File: src/rtl/cpu_types_pkg.sv
// Shared CPU types: word type, fetch-stage state encoding and sequential PC step.
package cpu_types_pkg;

  localparam int unsigned WORD_W          = 32;
  localparam int unsigned PC_STEP_DEFAULT = 4;

  typedef logic [WORD_W-1:0] word_t;

  typedef enum logic {
    FETCH  = 1'b0,
    HALTED = 1'b1
  } fetch_state_t;

  // Instruction addresses are word aligned; the two low bits of a target are dropped.
  function automatic word_t word_align(input word_t addr);
    return addr & ~word_t'(3);
  endfunction

endpackage

File: src/rtl/fetch_stage_if.sv
// Fetch-stage bundle: icache request/response, downstream control, IF/ID outputs.
interface fetch_stage_if;
  import cpu_types_pkg::*;

  logic  ihit;
  word_t iload;
  logic  imemREN;
  word_t imemaddr;
  logic  redirect;
  word_t redirect_pc;
  logic  stall;
  logic  halt;
  word_t instr_out;
  word_t pcout_out;
  logic  ifid_enable;
  logic  ifid_flush;
  logic  halted;

  modport master (
    input  ihit, iload, redirect, redirect_pc, stall, halt,
    output imemREN, imemaddr, instr_out, pcout_out, ifid_enable, ifid_flush, halted
  );

  modport slave (
    output ihit, iload, redirect, redirect_pc, stall, halt,
    input  imemREN, imemaddr, instr_out, pcout_out, ifid_enable, ifid_flush, halted
  );

endinterface

File: src/rtl/fetch_stage_perf_counters.sv
// Saturating counters for delivered instructions and lost FETCH cycles.
module fetch_perf_counters
  import cpu_types_pkg::*;
(
  input  logic  CLK,
  input  logic  nRST,
  input  logic  fetch_inc,
  input  logic  stall_inc,
  output word_t fetch_count,
  output word_t stall_count
);

  always_ff @(posedge CLK or negedge nRST) begin
    if (!nRST) begin
      fetch_count <= '0;
      stall_count <= '0;
    end else begin
      if (fetch_inc && (fetch_count != '1)) fetch_count <= fetch_count + word_t'(1);
      if (stall_inc && (stall_count != '1)) stall_count <= stall_count + word_t'(1);
    end
  end

endmodule

File: src/rtl/fetch_stage.sv
// MIPS instruction-fetch stage: PC register, icache request, IF/ID strobes.
// Optional FETCH_PERF_CNT_EN adds fetch/stall performance counters.
module fetch_stage
  import cpu_types_pkg::*;
#(
  parameter word_t       PC_INIT = 32'h0000_0000,
  parameter int unsigned PC_STEP = PC_STEP_DEFAULT
) (
  input  logic          CLK,
  input  logic          nRST,
  fetch_stage_if.master fif
`ifdef FETCH_PERF_CNT_EN
  ,
  output word_t         fetch_count,
  output word_t         stall_count
`endif
);

  fetch_state_t state, state_n;
  word_t        pc, pc_n, pc_plus;
  logic         fetching;

  assign pc_plus  = pc + word_t'(PC_STEP);
  // Outputs are quiet while reset is held, even though state already reads FETCH.
  assign fetching = (state == FETCH) && nRST;

  // Next state / next PC; priority halt > redirect > stall > ihit.
  always_comb begin
    state_n = state;
    pc_n    = pc;
    if (state == FETCH) begin
      if (fif.halt) begin
        state_n = HALTED;
      end else if (fif.redirect) begin
        pc_n = word_align(fif.redirect_pc);
      end else if (!fif.stall && fif.ihit) begin
        pc_n = pc_plus;
      end
    end
  end

  always_ff @(posedge CLK or negedge nRST) begin
    if (!nRST) begin
      state <= FETCH;
      pc    <= PC_INIT;
    end else begin
      state <= state_n;
      pc    <= pc_n;
    end
  end

  assign fif.imemREN     = fetching;
  assign fif.imemaddr    = pc;
  assign fif.instr_out   = fif.iload;
  assign fif.pcout_out   = pc_plus;
  assign fif.ifid_enable = fetching && !fif.halt && !fif.redirect && !fif.stall && fif.ihit;
  assign fif.ifid_flush  = (state == HALTED) || (fetching && (fif.halt || fif.redirect));
  assign fif.halted      = (state == HALTED);

`ifdef FETCH_PERF_CNT_EN
  fetch_perf_counters u_perf (
    .CLK         (CLK),
    .nRST        (nRST),
    .fetch_inc   (fif.ifid_enable),
    .stall_inc   (fetching && !fif.ifid_enable && !fif.redirect),
    .fetch_count (fetch_count),
    .stall_count (stall_count)
  );
`endif

endmodule

File: src/flat_wrapper.sv
// flat-port wrapper written by rule: the top's interface ports become plain ports
module fetch_stage_flat import cpu_types_pkg::*;
#(
  parameter word_t       PC_INIT = 32'h0000_0000,
  parameter int unsigned PC_STEP = PC_STEP_DEFAULT
)
  (CLK, nRST, fif_ihit, fif_iload, fif_redirect, fif_redirect_pc, fif_stall, fif_halt, fif_imemREN, fif_imemaddr, fif_instr_out, fif_pcout_out, fif_ifid_enable, fif_ifid_flush, fif_halted);
  fetch_stage_if fif_i ();
  input  logic CLK;
  input  logic nRST;
  input wire logic [$bits(fif_i.ihit)-1:0] fif_ihit;
  input wire logic [$bits(fif_i.iload)-1:0] fif_iload;
  input wire logic [$bits(fif_i.redirect)-1:0] fif_redirect;
  input wire logic [$bits(fif_i.redirect_pc)-1:0] fif_redirect_pc;
  input wire logic [$bits(fif_i.stall)-1:0] fif_stall;
  input wire logic [$bits(fif_i.halt)-1:0] fif_halt;
  output wire logic [$bits(fif_i.imemREN)-1:0] fif_imemREN;
  output wire logic [$bits(fif_i.imemaddr)-1:0] fif_imemaddr;
  output wire logic [$bits(fif_i.instr_out)-1:0] fif_instr_out;
  output wire logic [$bits(fif_i.pcout_out)-1:0] fif_pcout_out;
  output wire logic [$bits(fif_i.ifid_enable)-1:0] fif_ifid_enable;
  output wire logic [$bits(fif_i.ifid_flush)-1:0] fif_ifid_flush;
  output wire logic [$bits(fif_i.halted)-1:0] fif_halted;
  assign fif_i.ihit = fif_ihit;
  assign fif_i.iload = fif_iload;
  assign fif_i.redirect = fif_redirect;
  assign fif_i.redirect_pc = fif_redirect_pc;
  assign fif_i.stall = fif_stall;
  assign fif_i.halt = fif_halt;
  assign fif_imemREN = fif_i.imemREN;
  assign fif_imemaddr = fif_i.imemaddr;
  assign fif_instr_out = fif_i.instr_out;
  assign fif_pcout_out = fif_i.pcout_out;
  assign fif_ifid_enable = fif_i.ifid_enable;
  assign fif_ifid_flush = fif_i.ifid_flush;
  assign fif_halted = fif_i.halted;
  fetch_stage #(.PC_INIT(PC_INIT), .PC_STEP(PC_STEP)) u_core (.CLK(CLK), .nRST(nRST), .fif(fif_i));
endmodule
File: config.mk
export PLATFORM = sky130hd
export DESIGN_NAME = fetch_stage_flat
export DESIGN_NICKNAME = d
export VERILOG_FILES = /design/src/rtl/cpu_types_pkg.sv /design/src/rtl/fetch_stage_if.sv /design/src/rtl/fetch_stage_perf_counters.sv /design/src/rtl/fetch_stage.sv /design/src/flat_wrapper.sv
export SDC_FILE = /design/constraint.sdc
export NUM_CORES = 1
export LEC_CHECK = 0
export ABC_AREA = 1
export BUFFER_PORTS_ARGS = -buffer_cell sky130_fd_sc_hd__clkbuf_2
export CAP_MARGIN = 20
export CORE_ASPECT_RATIO = 1.5
export CORE_MARGIN = 8
export CORE_UTILIZATION = 48
export DETAILED_ROUTE_END_ITERATION = 6
export GPL_ROUTABILITY_DRIVEN = 0
export PLACE_DENSITY = 0.88
export SETUP_SLACK_MARGIN = 0.5
export SYNTH_ARGS = -nofsm -noshare
export SYNTH_HDL_FRONTEND = slang
export SYNTH_SLANG_ARGS = --single-unit
export TNS_END_PERCENT = 20
File: constraint.sdc
create_clock -name CLK -period 2.76 [get_ports CLK]
set_clock_uncertainty 0.15 [all_clocks]
set_input_delay 0.276 -clock CLK [delete_from_list [all_inputs] [get_ports CLK]]
set_output_delay 0.276 -clock CLK [all_outputs]
set_load 0.05 [all_outputs]
==> Yosys cells after proc, flatten, opt, wreduce, memory -nomap -nowiden <==
Cells that the tools add are included.
{ "word_totals": {"reg_bits": 33, "in_bits": 70, "output_inout_bits": 100, "word_cells": 23} }
{ "classes": {"addsub": 1, "muxes": 4, "n_bitwise": 2, "reduce_logical": 14} }
{ "op_table": {"columns": ["operator", "count"], "rows": [
  ["2-to-1 mux 32 bit", 2],
  ["adder 32 x 3 -> 32 bit, second input constant", 1],
  ["logical AND 1 bit", 7],
  ["zero test 1 bit", 3],
  ["AND reduction 3 bit", 1],
  ["logical OR 1 bit", 2],
  ["2-to-1 mux 1 bit", 2],
  ["NOT 1 bit", 2],
  ["nonzero test 2 bit", 1]
]} }

==> Logic depth before layout (Yosys ltp) <==
{ "logic_depth": {"word_depth": 6, "depth_mapped": 10, "ltp_nobuf": 10} }

==> Worst setup path after synthesis <==
No wires, ideal clock.
{ "synth_timing": {"kind": "reg-to-output", "startpoint": "register u_core.state, in the netlist u_core.fif.halted", "endpoint": "output port fif_ifid_enable", "t_arrival_ps": 2546, "t_required_ps": 2334, "setup_slack_ps": -212, "path_stages_with_launch": 4, "n_path_buf": 0, "cell_sequence": "dfrtp_1 nor2_1 nand3_1 nor3_1"} }
{ "synth_via": {"elab_chain_cells": 6} }
{ "synth_lines": {"columns": ["element", "line_no", "source"], "rows": [
  ["from (decl)", "fetch_stage.sv:19", "fetch_state_t state, state_n;"],
  ["from (signal assigned)", "fetch_stage.sv:47", "state <= state_n;"],
  ["NOT 1 bit", "fetch_stage.sv:25", "assign fetching = (state == FETCH) && nRST;"],
  ["logical AND 1 bit", "fetch_stage.sv:25", null],
  ["net fif_imemREN", "flat_wrapper.sv:17", "output wire logic [$bits(fif_i.imemREN)-1:0] fif_imemREN;"],
  ["logical AND 1 bit (4 in a row)", "fetch_stage.sv:56", "assign fif.ifid_enable = fetching && !fif.halt && !fif.redirect && !fif.stall && fif.ihit;"],
  ["to (decl)", "flat_wrapper.sv:21", "output wire logic [$bits(fif_i.ifid_enable)-1:0] fif_ifid_enable;"]
]} }
The timed path passes the listed nets, and every way through them passes these cells.

==> Worst setup path in the final report <==
{ "layout_timing": {"startpoint": "register u_core.pc[3], in the netlist u_core.fif.imemaddr[3]", "endpoint": "output port fif_pcout_out[18]"} }
{ "layout_via": {"elab_chain_cells": 1} }
{ "layout_lines": {"columns": ["element", "line_no", "source"], "rows": [
  ["from (decl)", "fetch_stage.sv:20", "word_t pc, pc_n, pc_plus;"],
  ["from (signal assigned)", "fetch_stage.sv:48", "pc <= pc_n;"],
  ["adder 32 x 3 -> 32 bit", "fetch_stage.sv:23", "assign pc_plus = pc + word_t'(PC_STEP);"],
  ["to (decl)", "flat_wrapper.sv:20", "output wire logic [$bits(fif_i.pcout_out)-1:0] fif_pcout_out;"]
]} }
No other way between the ends.

==> metrics.md <==
| Metric | Value |
|---|---|
| Synth-to-Final Area Change | 19.2% |
| CTS Sinks | 31 |
| Clock transition at path regs | roughly 0.07 ns |
| HP Start | fif_halt |
| Synth unique cells | 30 |
| R2r endpoint | u_core.fif.imemaddr[5] |
| Fin. Hold Viols | 0 |
| Ant diodes | 0 |
| Initial Util | 0.491 |
| Synth Area in Adders | 0.00443 |
| CP Launch Point | u_core.fif.imemaddr[3] |
| Root Buffer | clkbuf_8 |
| WL per Instance | ~14 um |
| Final setup viols | 0 |
| Post-synthesis xor/xnor area fraction | 0.0217 |
| Die extent in x | ~79 um |
| Drt drc | 0 |
| Synth top cells by count | 142 x nand2_1, 71 x nor2_1, 40 x inv_1 |
| Predominant post-synthesis flop cell | dfrtp_1 |
| Synth Cell Area | between 2000 and 3000 sq um |
| Tot GR Track Use | 0.190 |
| Crit path to | fif_pcout_out[18] |
| Die area | roughly 8600 sq um |
| Leak pwr | about 0.0018 uW |
| Maxcap violations | 0 |
| Critical R2R Launch | u_core.fif.halted |
| #FFs+latches synth | 31 |
| Largest area contributor in the netlist | dfrtp_1 |
| First-pass GRT wire length | roughly 13000 um |
| Worst EP arrival | between 1.5 and 2 ns |
| CTS Buf Count | 5 |
| Mapped Cells | roughly 440 |
| Ranking of synthesized cells by area | dfrtp_1 27%, nand2_1 19%, buf_4 9.6% |
| VDD IR max | between 0.0002 and 0.00025 V |
| Register-to-Register Setup Slack | about 1 ns |
| Pwr dens | between 200 and 300 nW/um^2 |
| Crit start category | flip-flop |
| DRT antenna net count | 0 |
| Top-count cell post-synth | nand2_1 |
| Min-delay worst type | input port to flip-flop |
| Synth Area in Compound Gates | 0.0834 |
| Vias in the first global route | 2935 |
| 1st-iter DRT viols | 116 |
| Fin Setup TNS | 0 ns |
| Core ar. | 5740 sq um |
| CP required | around 2.3 ns |
| Clk_lat worst skew | 0.28 ns |
| Share of the synthesized area in the top cell type | 0.275 |
| Fin. max-slew vios | 0 |
| Mean post-synth cell area | 6.40 sq um |
| YS warnings | 0 |
| CTS tree | done |
| Wirelength, routed | around 8300 um |
| Largest family of logic cells by synthesized area | simple AND/OR/NAND/NOR gates |
| CP endpoint kind | output port |
| Mux cell area share after synthesis | 0 |
| Number of synthesized flops with an enable pin | 0 |
| H-tree depth | 2 |
| Vias/cell | around 5 |
| DR pass1 iterations | 4 |
| HPWL Detailed | around 6500 um |
| Layout cell share with drive strength beyond 1 | 0.320 |
| Port bufs | slightly below 100 |
| Filler Cell Count | 597 |
| FMAX | about 450 MHz |
| Worst setup path class | flip-flop to output port |
| Via Count | 2922 |
| Outcome | completed |
| Final Cycle Share | 0.800 |
| FP Rows | 34 |
| Die H | about 110 um |
| R2R cell count | 6 |
| Ports | 170 |
| GRT overflow | 0 |
| Total Power | just under 900 uW |
| Area share of and/or/nand/nor cells after synthesis | 0.444 |
| Fin crit period | roughly 2.2 ns |
| Maximum number of pins on one net before global-route repair | 44 |
| Initial antenna violation count | 0 |
| Clk buf depth | 2 |
| RSZ-0062 raised after global routing | true |
| Maximum fanout along the worst path | 7 |
| Async set-reset flop share out of synthesis | 1.00 |
| Register area share after synthesis | 0.275 |
| Nets | between 500 and 600 |
[registers in the layout, indices dropped and copies added (netlist names)]
name and cells:
u_core.fif.halted 1, u_core.fif.imemaddr 30
[placed cells by master (no fill, tap or decap), drive strengths merged]
cell         count
buf             11
dfrtp           31
nand4            1
ha               1
clkbuf         100
xor2             6
a31oi            1
dlygate4sd3      1
a21oi           18
clkinv           1
and2             2
nand3           26
inv             44
nor3             1
nor2            83
o21ai           18
nand2          152
conb             4
xnor2            1
nand3b           2
o22ai            6
[through the flow]
stage               setup WS (ns)  cell area, sq um  hold WS [ns]  std cells   util
floorplan                   0.231              2860        -0.170        444      -
global placement            0.700              3150       -0.0505        571  0.549
detailed placement          0.634              3150       -0.0508        571  0.549
CTS                         0.469              3270        0.0737        580  0.569
global route                0.447              3360         0.115        582  0.585
finish                      0.551              3360        0.0937        582  0.585
[cell type report]
cell class / count / area [sq um] / share of cell area
sequential: 31 / 791 / 0.235
multi-input combinational: 322 / 1640 / 0.487
clock inverter: 1 / 5.00 / 0.00149
tap: 72 / 90.1 / 0.0268
inverter: 44 / 165 / 0.0491
clock buffer: 7 / 76.3 / 0.0227
timing repair buffer: 105 / 597 / 0.178
[how the worst min path moves through the flow]
| stage | end | slack (ns) | depth (start not counted) |
|---|---|---|---|
| 2_1_floorplan | u_core.fif.halted | -0.17 | 0 |
| 4_1_cts | u_core.fif.halted | 0.07 | 3 |
| 5_1_grt | u_core.fif.halted | 0.12 | 3 |
| 3_3_place_gp | u_core.fif.halted | -0.05 | 1 |
| 3_5_place_dp | u_core.fif.halted | -0.05 | 1 |
| 6_report | u_core.fif.halted | 0.09 | 3 |
[cells by family (layout without fill, tap and decap cells)]
group | count (synthesis) | in the layout
AOI/OAI and AO/OA | 43 | 43
xor gates and xnor gates | 7 | 7
adders and majority gates | 1 | 1
buffers and inverters | 91 | 157
DFF | 31 | 31
other | 1 | 4
and+or+nand+nor | 267 | 267
[routing by layer]
| metal | part of all wire | GRT usage |
|---|---|---|
| met1 | 0.38 | 0.190 |
| met2 | 0.52 | 0.348 |
| met3 | 0.081 | 0.0556 |
| met4 | 0.025 | 0.0931 |
| met5 | 0 | 0 |
[report_power, final]
part | internal (uW) | switching (uW) | total, uW | leakage (uW)
sequential | 454 | 0 | 454 | 0.000371
clock | 177 | 178 | 355 | 0.0000422
combinational | 27.1 | 51.6 | 78.7 | 0.00136
total | 658 | 230 | 888 | 0.00178
[what timing repair did]
| action | in CTS | in global routing |
|---|---|---|
| endpoints found under the hold margin | 31 | 0 |
| hold buffers | 1 | 0 |
| setup endpoints to repair | 11 | 21 |
| gates resized for setup | 8 | 49 |
| setup buffers | 0 | 2 |
| pin swaps | 0 | 4 |
[critical path, stage by stage (launching register included)]
cell	delay, ns
dfrtp_1	0.44
ha_4	0.18
nand2_4	0.07
nor2_8	0.18
nand2_8	0.12
nor2_8	0.12
nand2_1	0.06
nand2_1	0.09
clkbuf_4	0.24
No activity file was read; power rests on OpenSTA's default activity.
